===== src/rtl/l1_perf_pkg.sv =====
// Shared definitions for the L1 performance counter bank: event channel names and default widths.
package l1_perf_pkg;

    typedef enum logic [2:0] {
        EVT_HIT         = 3'd0,
        EVT_MISS        = 3'd1,
        EVT_EVICT       = 3'd2,
        EVT_DIRTY_EVICT = 3'd3,
        EVT_PRED_HIT    = 3'd4,
        EVT_PRED_MISS   = 3'd5,
        EVT_STALE       = 3'd6
    } evt_e;

    localparam int EVT_NUM       = 7;
    localparam int L1_PERF_CNT_W = 32;

endpackage


===== src/rtl/l1_perf_counter_cell.sv =====
// One event channel: live counter, shadow copy and sticky overflow flag; updates in the cycle after the edge.
// No backpressure: clr beats read-and-clear beats increment on every edge.
module l1_perf_counter_cell #(
    parameter int CNT_WIDTH = 32,
    parameter bit SATURATE  = 1'b1
) (
    input  logic                 clk,
    input  logic                 rst_n,
    input  logic                 inc,
    input  logic                 clr,
    input  logic                 snap,
    input  logic                 snap_clr,
    input  logic                 ovf_clr,
    output logic [CNT_WIDTH-1:0] live,
    output logic [CNT_WIDTH-1:0] shadow,
    output logic                 ovf
);

    logic at_max;
    logic zero_now;
    logic ovf_evt;

    assign at_max   = &live;
    assign zero_now = clr | (snap & snap_clr);
    // A counter being cleared this edge drops its event, so it cannot overflow either.
    assign ovf_evt  = inc & at_max & ~zero_now;

    always_ff @(posedge clk or negedge rst_n) begin
        if (!rst_n) begin
            live <= '0;
        end else if (zero_now) begin
            live <= '0;
        end else if (inc) begin
            if (at_max) begin
                live <= SATURATE ? live : '0;
            end else begin
                live <= live + CNT_WIDTH'(1);
            end
        end
    end

    always_ff @(posedge clk or negedge rst_n) begin
        if (!rst_n) begin
            shadow <= '0;
        end else if (snap) begin
            shadow <= live;
        end
    end

    always_ff @(posedge clk or negedge rst_n) begin
        if (!rst_n) begin
            ovf <= 1'b0;
        end else if (clr) begin
            ovf <= 1'b0;
        end else if (ovf_evt) begin
            ovf <= 1'b1;
        end else if (ovf_clr) begin
            ovf <= 1'b0;
        end
    end

endmodule


===== src/rtl/l1_perf_counter_bank.sv =====
// L1 cache event counter bank with snapshot shadow, indexed read port and overflow interrupt.
// Reads return one cycle after rd_req with no backpressure; irq follows its flag by one cycle.
module l1_perf_counter_bank
    import l1_perf_pkg::*;
#(
    parameter int  NUM_EVENTS = EVT_NUM,
    parameter int  CNT_WIDTH  = L1_PERF_CNT_W,
    parameter bit  SATURATE   = 1'b1,
    localparam int IDX_W      = (NUM_EVENTS > 1) ? $clog2(NUM_EVENTS) : 1
) (
    input  logic                  clk,
    input  logic                  rst_n,
    input  logic [NUM_EVENTS-1:0] evt_pulse,
    input  logic [NUM_EVENTS-1:0] evt_en,
    input  logic                  clr,
    input  logic                  snap_req,
    input  logic                  snap_clr,
    input  logic                  rd_req,
    input  logic                  rd_shadow,
    input  logic [IDX_W-1:0]      rd_idx,
    output logic                  rd_valid,
    output logic [CNT_WIDTH-1:0]  rd_data,
    output logic                  rd_err,
    output logic [NUM_EVENTS-1:0] ovf_flags,
    input  logic [NUM_EVENTS-1:0] ovf_clr,
    input  logic [NUM_EVENTS-1:0] irq_en,
    output logic                  irq,
    output logic                  snap_valid
);

    logic [CNT_WIDTH-1:0] live   [NUM_EVENTS];
    logic [CNT_WIDTH-1:0] shadow [NUM_EVENTS];
    logic [CNT_WIDTH-1:0] sel_data;
    logic                 sel_hit;

    for (genvar g = 0; g < NUM_EVENTS; g++) begin : g_cell
        l1_perf_counter_cell #(
            .CNT_WIDTH (CNT_WIDTH),
            .SATURATE  (SATURATE)
        ) u_cell (
            .clk      (clk),
            .rst_n    (rst_n),
            .inc      (evt_pulse[g] & evt_en[g]),
            .clr      (clr),
            .snap     (snap_req),
            .snap_clr (snap_clr),
            .ovf_clr  (ovf_clr[g]),
            .live     (live[g]),
            .shadow   (shadow[g]),
            .ovf      (ovf_flags[g])
        );
    end

    // Indices past the last channel match nothing and are reported through rd_err.
    always_comb begin
        sel_data = '0;
        sel_hit  = 1'b0;
        for (int i = 0; i < NUM_EVENTS; i++) begin
            if (rd_idx == i[IDX_W-1:0]) begin
                sel_hit  = 1'b1;
                sel_data = rd_shadow ? shadow[i] : live[i];
            end
        end
    end

    always_ff @(posedge clk or negedge rst_n) begin
        if (!rst_n) begin
            rd_valid <= 1'b0;
            rd_data  <= '0;
            rd_err   <= 1'b0;
        end else begin
            rd_valid <= rd_req;
            rd_data  <= (rd_req & sel_hit) ? sel_data : '0;
            rd_err   <= rd_req & ~sel_hit;
        end
    end

    always_ff @(posedge clk or negedge rst_n) begin
        if (!rst_n) begin
            irq        <= 1'b0;
            snap_valid <= 1'b0;
        end else begin
            irq <= |(ovf_flags & irq_en);
            if (snap_req) begin
                snap_valid <= 1'b1;
            end else if (clr) begin
                snap_valid <= 1'b0;
            end
        end
    end

endmodule


===== config.mk =====
export PLATFORM = sky130hd
export DESIGN_NAME = l1_perf_counter_bank
export DESIGN_NICKNAME = d
export VERILOG_FILES = /design/src/rtl/l1_perf_pkg.sv /design/src/rtl/l1_perf_counter_cell.sv /design/src/rtl/l1_perf_counter_bank.sv
export SDC_FILE = /design/constraint.sdc
export NUM_CORES = 1
export LEC_CHECK = 0
export ABC_CLOCK_PERIOD_IN_PS = 3900
export BUFFER_PORTS_ARGS = -buffer_cell sky130_fd_sc_hd__buf_2
export CAP_MARGIN = 10
export CORE_UTILIZATION = 60
export DETAILED_ROUTE_END_ITERATION = 16
export PLACE_DENSITY_LB_ADDON = 0.15
export SYNTH_ARGS = -nofsm -noshare
export SYNTH_HDL_FRONTEND = slang
export SYNTH_SLANG_ARGS = --single-unit

===== constraint.sdc =====
create_clock -name clk -period 3.9 [get_ports clk]
set_input_delay 0.39 -clock clk [delete_from_list [all_inputs] [get_ports clk]]
set_output_delay 0.39 -clock clk [all_outputs]
set_load 0.02 [all_outputs]

After elaboration in Yosys (flattened, before gate mapping)
Cells that the tools add are included.
{"block": "totals", "wordCells": 171, "ff_bits": 491, "input_bits": 38}
{"block": "classes", "reduce_logical": 31, "n_addsub": 7, "n_mux": 66, "eq_ne": 13, "bitwise_logic": 28}
{"op": "$mux W32", "n": 36}
{"op": "$add A32 B1 Y32 const B", "n": 7}
{"op": "$reduce_and A32 Y1", "n": 7}
{"op": "$mux W1", "n": 30}
{"op": "$and A1 B1 Y1", "n": 24}
{"op": "$reduce_bool A3 Y1", "n": 7}
{"op": "$reduce_bool A2 Y1", "n": 8}
{"op": "$reduce_and A2 Y1", "n": 7}
{"op": "$ne A2 B1 Y1 const B", "n": 6}
{"op": "$eq A3 B3 Y1 const B", "n": 3}
{"op": "$and A7 B7 Y7", "n": 1}
{"op": "$reduce_or A7 Y1", "n": 1}
{"op": "$eq A3 B2 Y1 const B", "n": 2}
{"op": "$eq A3 B1 Y1 const B", "n": 1}
{"op": "$logic_not A3 Y1", "n": 1}
{"op": "$ne A2 B2 Y1 const B", "n": 1}
{"op": "$not A1 Y1", "n": 2}
{"op": "$or A1 B1 Y1", "n": 1}

Longest topological paths before layout
Gate-level depths: netlist (run 1).
{"block": "depth", "depth_word": 10, "mapped_depth": 9}

Hierarchy
From an unflattened synthesis (run 1), not the netlist that was laid out.
{"block": "unflattened", "cells_unflattened": 2602, "hier_area_um2": 27050.9}
{"mod": "l1_perf_counter_cell at g_cell[0].u_cell ...", "area_each_um2": 3059.2, "cells_per_inst": 274, "seq_area_each_um2": 1626.6, "n_inst": 4}
{"mod": "l1_perf_counter_cell at g_cell[4].u_cell ...", "area_each_um2": 3099.2, "cells_per_inst": 276, "seq_area_each_um2": 1626.6, "n_inst": 3}
{"mod": "l1_perf_counter_bank", "area_each_um2": 5516.5, "cells_per_inst": 678, "seq_area_each_um2": 900.9, "n_inst": 1}

Worst setup path after synthesis (run 1)
No wires, ideal clock.
{"block": "synth_timing", "path_type": "register -> register", "from": "reg g_cell[0].u_cell.live[0]", "to": "reg g_cell[0].u_cell.live[27]", "arrival_time_ps": 2130, "setup_ps": 110, "required_ps": 3790, "setup_slack_ps": 1660, "n_path_buf": 2, "period_less_slack_ps": 2240, "path_stages_with_launch": 9, "path_cell_list": "dfrtp_1 -> ha_1 -> clkbuf_1 -> and3_1 -> nand4_1 -> o311ai_4 -> buf_4 -> o311ai_0 -> o41ai_1"}
{"block": "synth_via", "elab_chain_cells": 4}
{"item": "from (decl)", "line": "l1_perf_counter_cell.sv:14", "text": "output logic [CNT_WIDTH-1:0] live,"}
{"item": "from (signal assigned)", "line": "l1_perf_counter_cell.sv:35", "text": "live <= SATURATE ? live : '0;"}
{"item": "from (signal assigned)", "line": "l1_perf_counter_cell.sv:37", "text": "live <= live + CNT_WIDTH'(1);"}
{"item": "$add A32 B1 Y32", "line": "l1_perf_counter_cell.sv:37"}
{"item": "$mux W32", "line": "l1_perf_counter_cell.sv:34", "text": "if (at_max) begin"}
{"item": "$mux W32", "line": "l1_perf_counter_cell.sv:33", "text": "end else if (inc) begin"}
{"item": "$mux W32", "line": "l1_perf_counter_cell.sv:31", "text": "end else if (zero_now) begin"}
Several ways; a longest one is shown, not always the timed one. The select of a mux whose other input is x is not followed.
A chain may end at the register's enable or synchronous reset.

Worst setup path in the final report (run 1)
{"block": "layout_timing", "from": "reg g_cell[2].u_cell.live[10]", "to": "reg g_cell[2].u_cell.live[4]"}
{"block": "layout_via", "elab_chain_cells": 3}
{"item": "from (decl)", "line": "l1_perf_counter_cell.sv:14"}
{"item": "from (signal assigned)", "line": "l1_perf_counter_cell.sv:35"}
{"item": "from (signal assigned)", "line": "l1_perf_counter_cell.sv:37"}
{"item": "$reduce_and A32 Y1", "line": "l1_perf_counter_cell.sv:23", "text": "assign at_max = &live;"}
{"item": "$ne A2 B1 Y1 (no source line)"}
{"item": "$reduce_and A2 Y1 (no source line)"}
Every way passes these cells.

==> run summary, run 1 <==
status -> completed
skew final -> 16.84 ps
postcts setup bufs -> 0
Port Buffer Count -> 80
Worst-Skew Late Latency -> 610 ps
# H-tree levels -> 2
Slew Limit Fails -> 0
starting density of the core -> 60.93%
Final period util -> 77.33%
RSZ-0062 raised after global routing -> no
worst min path class -> in2reg
Post-synth EDFFs -> 0
# rows -> 76
post-synthesis area per instance -> 10.41 um2
worst-case clock buffer depth -> 3
Routed WL per cell -> 24.59 um
drt via density -> 6.815
net count after synthesis -> 2566
Cell Area, Synth -> 26250 um2
CP max FO -> 8
Register Area -> 12290 um2
CTS tree -> yes
drt drc -> 0
# diodes -> 0
Leak -> 12.72 nW
asr flop ratio synth -> 100.0%
crit path DAT -> 3540 ps
post-synthesis mux area share -> 19.49%
core footprint -> 43080 um2
Netlist cell types -> 68
Max Fclk -> 331.6 MHz
die area -> 44590 um2
Most used DFF post-synth -> dfrtp_1
Final nets -> 2546
XOR/XNOR Fraction of Synth Area -> 1.435%
pin count of the biggest net entering global routing -> 155
Seq/Total Area, Yosys -> 46.81%
Startpoint Class -> register
dpl hpwl -> 52580 um
top routing layer used -> met4
Total GRT Usage -> 34.95%
Root Buffer Master -> clkbuf_16
critical path class -> reg2reg
via count of the first global-routing pass -> 20.09k
Slew HR -> 22.89%
remaining global-route overflow -> 0
synthesized instance count -> 2521
Die Ht -> 211.2 um
worst-margin pin slew -> 1146 ps
Boundary Pins -> 81
vias -> 21.33k
Max-cap violations -> 0
total negative slack -> 0 ps
Worst setup EP type -> register
Starting DRT DRC Count -> 2456
Reg2Reg Depth -> 5
placed instance count -> 3027
WHS Endpoint -> irq
VDD IR max -> 359.4 uV
Routability Congestion -> 0.9483
Post-Layout Cell Count -> 3130
reg-to-reg setup timing slack -> 880 ps
commonest non-fill, non-tap cell in the layout -> dfrtp_1
area of the multi-input gates -> 13110 um2
Power Density -> 383.3 nW/um2
met3 routed WL -> 6469 um
Fin. Hold Viols -> 0
met2 WL post-DR -> 34310 um
reg-to-reg endpoint -> g_cell[2].u_cell.live[4]
fin util -> 66.89%
Antenna Violating Nets Remaining -> 0
most frequent cells in the layout -> dfrtp_1, mux2_2, a21oi_1
launch point of the worst hold path -> irq_en[2]
largest family of logic cells by synthesized area -> multiplexers
Worst R2R Start -> g_cell[2].u_cell.live[10]
routed wire length -> 76950 um
Chip Width -> 211.2 um
Final Setup Violations -> 0
Worst Hold Slack -> 43.13 ps
adder-cell share of the synthesized area -> 0.3337%
Metal-1 WL -> 32330 um
Worst Hold Depth -> 3
Compound-Gate Fraction of Synth Area -> 14.17%
Synth Area in Simple Gates -> 14.36%
initial antenna violation count -> 2
YS warnings -> 0
Tmin final -> 3016 ps
share of layout cells above drive strength 1 -> 22.71%
first-pass GRT wire length -> 119700 um
Inserted Clock Buffers -> 53
Resize count post-CTS -> 0
#FFs+latches synth -> 491
CTS Sinks -> 491
Worst EP required -> 4420 ps
Clk pin slew, worst setup/hold paths -> 60 ps
Syn-to-layout area delta -> 9.772%
fillers -> 3330
drt first pass iters -> 6
registers in the layout, summed over array words and instances (netlist names):
register and cells:
irq 1, g_cell.u_cell.ovf 7, g_cell.u_cell.shadow 224, rd_valid 1
snap_valid 1, rd_data 32, rd_err 1, g_cell.u_cell.live 224
stage by stage:
| step | power [mW] | setup slack [ps] | cell area (um2) |
|---|---|---|---|
| 2_1_floorplan | 5.638 | 1660 | 26250 |
| 3_3_place_gp | 5.949 | 954.7 | 26990 |
| 3_5_place_dp | 5.957 | 921.7 | 26990 |
| 4_1_cts | 11.08 | 1033 | 28790 |
| 5_1_grt | 11.33 | 739.4 | 28810 |
| 6_report | 11.05 | 884.1 | 28810 |
cells by family (layout without fill, tap and decap cells):
kind of cell / Yosys count / after routing
and+or+nand+nor: 696 / 696
adders and majority gates: 7 / 7
DFF: 491 / 491
muxes: 468 / 468
buffers and inverters: 216 / 240
AOI/OAI and AO/OA: 600 / 600
xor gates and xnor gates: 43 / 43
layout make-up:
type                       count  area share, %
inverter                      25         0.3257
clock inverter                16         0.6774
tap                          585          2.540
multi-input combinational   1814          45.48
timing repair buffer         116          2.840
clock buffer                  83          5.489
sequential                   491          42.64
per-layer routing:
| metal | vias up | track usage [%] |
|---|---|---|
| met1 | 10730 | 50.58 |
| met5 | - | 0 |
| li1 | 9428 | - |
| met3 | 178 | 6.021 |
| met2 | 993 | 51.07 |
| met4 | 0 | 16.69 |
timing repair:
item,4_1_cts,5_1_grt
hold buffers,2,0
hold endpoints to repair,58,0
endpoints found under the setup margin,0,0
report_power, final:
part	leakage [nW]	switching, mW	total [mW]	internal, mW
logic	5.02	0.506	0.713	0.207
registers	6.84	0.0354	5.16	5.13
clock network	0.864	2.12	5.17	3.05
total	12.7	2.66	11.0	8.38
synth_stat cells, types with 5 or more instances:
cell type	instances	area [um2]
mux2_2	345	3885
clkbuf_1	140	525.5
mux2i_1	123	1231
o2111ai_1	5	43.79
a41o_1	15	150.1
ha_1	7	87.58
nand3_1	76	380.4
buf_2	26	130.1
o211ai_1	8	60.06
and4_1	27	236.5
xor2_1	6	52.55
and3_1	32	200.2
nand2b_1	23	143.9
buf_4	11	82.58
a22oi_1	33	247.7
nor3_1	19	95.09
a21oi_1	210	1051
buf_1	13	48.80
a31oi_1	27	168.9
a31o_2	13	113.9
inv_1	25	93.84
nand2_1	170	638.1
a211oi_1	12	90.09
xnor2_1	37	324.1
o31ai_1	43	322.8
or3_1	58	362.9
or4_1	53	397.9
nor2_1	100	375.4
o31a_1	6	52.55
and2_1	18	112.6
nor4_1	29	181.4
a221oi_1	31	271.5
nand4_1	63	394.1
o21a_1	5	37.54
o21ai_0	163	815.8
dfrtp_1	491	12290
worst max-delay path by stage:
stage / end / cells after the start / startpoint / slack (ps)
finish: g_cell[2].u_cell.live[4] / 5 / g_cell[2].u_cell.live[10] / 880
global route: g_cell[2].u_cell.live[4] / 5 / g_cell[2].u_cell.live[10] / 740
CTS: g_cell[2].u_cell.live[4] / 5 / g_cell[2].u_cell.live[10] / 1030
detailed placement: rd_data[9] / 6 / rd_idx[1] / 920
global placement: rd_data[5] / 6 / rd_idx[1] / 950
floorplan: g_cell[0].u_cell.live[27] / 8 / g_cell[0].u_cell.live[0] / 1660
critical path: stages (launching register included):
cell,delay [ps]
dfrtp_1,670
nand4_1,300
nor4_1,1030
a31oi_1,490
nand4_1,240
mux2i_1,200
Power figures use the tool's default switching activity.
==> run 2, diff against run 1 <==
--- a/config.mk
+++ b/config.mk
@@ -5,7 +5,7 @@
 export SDC_FILE = /design/constraint.sdc
 export NUM_CORES = 1
 export LEC_CHECK = 0
-export ABC_CLOCK_PERIOD_IN_PS = 3900
+export ABC_CLOCK_PERIOD_IN_PS = 2900
 export BUFFER_PORTS_ARGS = -buffer_cell sky130_fd_sc_hd__buf_2
 export CAP_MARGIN = 10
 export CORE_UTILIZATION = 60
==> constraint.sdc (replaced) <==
create_clock -name clk -period 2.9 [get_ports clk]
set_input_delay 0.29 -clock clk [delete_from_list [all_inputs] [get_ports clk]]
set_output_delay 0.29 -clock clk [all_outputs]
set_load 0.02 [all_outputs]
==> run 2 against run 1 <==
Register-to-register slack worse by 610 ps. Setup slack got worse by 610 ps. Critical path type unchanged. Largest cell class unchanged. Global-route usage down 1.4 points. Critical path depth did not move. Sequential share of layout area down 0.46 points. Via count fell by 1.7%. Highest routed layer unchanged. Critical endpoint is now g_cell[5].u_cell.live[17]. Clock skew is 9.4 ps higher. Count of clock-buffer cells in the layout fell by 3. Hold slack better by 12 ps. Routed wire length shrank 4.0%.
==> run summary, run 2 (same netlist as run 1, synthesis figures left out) <==
commonest non-fill, non-tap cell in the layout -> dfrtp_1
Power Density -> 497.4 nW/um2 (+30%)
total chip power -> 14.49 mW (+31%)
Tmin final -> 2625 ps (-391.4 ps)
postcts setup bufs -> 0 (unchanged)
Syn-to-layout area delta -> 10.96%
area of the multi-input gates -> 13110 um2 (unchanged)
Worst setup EP type -> register
Reg2Reg Depth -> 5 (unchanged)
Worst-Skew Late Latency -> 610 ps (about the same)
die area -> 44590 um2 (unchanged)
VDD IR max -> 395.8 uV (+10%)
Starting DRT DRC Count -> 2031 (-17%)
Port Buffer Count -> 80 (unchanged)
vias -> 20.97k (-1.7%)
Slew Limit Fails -> 0 (unchanged)
drt via density -> 6.618 (-2.9%)
Max Fclk -> 381.0 MHz (+15%)
via count of the first global-routing pass -> 19.93k (-0.80%)
crit path DAT -> 3100 ps (-440 ps)
Root Buffer Master -> clkbuf_16
CP max FO -> 34 (+26)
worst-margin pin slew -> 1141 ps (-5.289 ps)
CTS tree -> yes
most frequent cells in the layout -> dfrtp_1, mux2_2, a21oi_1
WHS Endpoint -> g_cell[2].u_cell.ovf
worst-case clock buffer depth -> 3 (unchanged)
Leak -> 12.91 nW (+1.5%)
# rows -> 76 (unchanged)
drt drc -> 0 (unchanged)
status -> completed
CTS Sinks -> 491 (unchanged)
Final Setup Violations -> 0 (unchanged)
total negative slack -> 0 ps (unchanged)
Max-cap violations -> 0 (unchanged)
critical path class -> reg2reg
Inserted Clock Buffers -> 52 (-1.9%)
Fin. Hold Viols -> 0 (unchanged)
remaining global-route overflow -> 0 (unchanged)
# diodes -> 0 (unchanged)
Worst R2R Start -> g_cell[5].u_cell.live[5]
worst min path class -> in2reg
dpl hpwl -> 50830 um (-3.3%)
Routed WL per cell -> 23.31 um (-5.2%)
RSZ-0062 raised after global routing -> no
core footprint -> 43080 um2 (unchanged)
Top Registers -> g_cell.u_cell.live: 224 flops, g_cell.u_cell.shadow: 224 flops, rd_data: 32 flops
pin count of the biggest net entering global routing -> 146 (-5.8%)
Final nets -> 2591 (+1.8%)
fillers -> 3281 (-1.5%)
Worst Hold Depth -> 3 (unchanged)
reg-to-reg endpoint -> g_cell[5].u_cell.live[17]
routed wire length -> 73860 um (-4.0%)
Final period util -> 90.50% (+13 points)
# H-tree levels -> 2 (unchanged)
skew final -> 26.28 ps (+9.442 ps)
starting density of the core -> 60.93% (unchanged)
share of layout cells above drive strength 1 -> 23.65% (+0.93 points)
Die Ht -> 211.2 um (unchanged)
Chip Width -> 211.2 um (unchanged)
first-pass GRT wire length -> 115400 um (-3.6%)
Clk pin slew, worst setup/hold paths -> 60 ps (about the same)
Worst Hold Slack -> 54.93 ps (+11.80 ps)
reg-to-reg setup timing slack -> 280 ps (-610 ps)
Worst EP required -> 3380 ps (-1040 ps)
initial antenna violation count -> 0 (-2)
Slew HR -> 23.59% (+0.70 points)
Antenna Violating Nets Remaining -> 0 (unchanged)
launch point of the worst hold path -> ovf_clr[2]
Resize count post-CTS -> 0 (unchanged)
Startpoint Class -> register
Routability Congestion -> 1.004 (+5.9%)
Total GRT Usage -> 33.53% (-1.4 points)
drt first pass iters -> 6 (unchanged)
Boundary Pins -> 81 (unchanged)
Register Area -> 12290 um2 (unchanged)
-- run 2: changes by cell type in the layout (fill, tap and decap cells not counted), moves of 2 or more --
| cell | previous run | this run |
|---|---|---|
| buf_4 | 25 | 57 |
| clkinvlp_4 | 3 | 1 |
| bufinv_16 | 4 | 1 |
| clkbuf_1 | 18 | 15 |
| dlygate4sd3_1 | 2 | 11 |
| inv_6 | 2 | 0 |
| buf_12 | 9 | 14 |
| clkinv_2 | 7 | 9 |
-- run 2: area by class of cell --
cell class	instances	share of cell area (%)
Multi-Input combinational cell	1814	45.00
Sequential cell	491	42.19
Clock buffer	80	5.353
Timing Repair Buffer	162	4.287
Tap cell	585	2.513
Clock inverter	12	0.3394
Inverter	25	0.3222
-- run 2: per-layer routing --
metal  part of all wire [%]  global-route usage [%]
met4                    3.8                   13.52
met1                     44                   49.71
met3                    7.4                   5.010
met5                      0                       0
met2                     44                   49.34
-- run 2: power breakdown --
part           internal, mW  total (mW)  leakage [nW]  switching [mW]
clock                  3.77        6.56         0.819            2.79
combinational         0.311       0.995          5.26           0.684
sequential             6.89        6.93          6.84          0.0361
total                  11.0        14.5          12.9            3.51
-- run 2: critical path, stage by stage, from the launching register on --
cell and delay [ps]:
dfrtp_1 450, nand4_1 240, nor3_2 460, and4_1 970, nor3b_1 200, mux2i_1 180
-- run 2: repair_timing --
item / 4_1_cts / 5_1_grt
hold endpoints to repair: 48 / 0
endpoints found under the setup margin: 0 / 0
hold buffers: 11 / 0
-- run 2: worst max path at each step --
stage,cells after the start,startpoint,end
3_3_place_gp,6,rd_idx[1],rd_data[21]
4_1_cts,6,g_cell[0].u_cell.live[0],g_cell[0].u_cell.live[31]
2_1_floorplan,8,g_cell[0].u_cell.live[0],g_cell[0].u_cell.live[27]
6_report,5,g_cell[5].u_cell.live[5],g_cell[5].u_cell.live[17]
5_1_grt,5,g_cell[5].u_cell.live[4],g_cell[5].u_cell.live[13]
3_5_place_dp,6,rd_idx[1],rd_data[21]
-- run 2: through the flow --
| step | setup slack (ps) | instance area (um2) | utilization [%] | std cells |
|---|---|---|---|---|
| after floorplan | 660.1 | 26250 | - | 2521 |
| after global placement | 35.10 | 27360 | 63.51 | 3066 |
| after detailed placement | 58.18 | 27360 | 63.51 | 3066 |
| after CTS | 318.4 | 29120 | 67.61 | 3169 |
| after global routing | 15.27 | 29120 | 67.61 | 3169 |
| final | 275.5 | 29120 | 67.61 | 3169 |
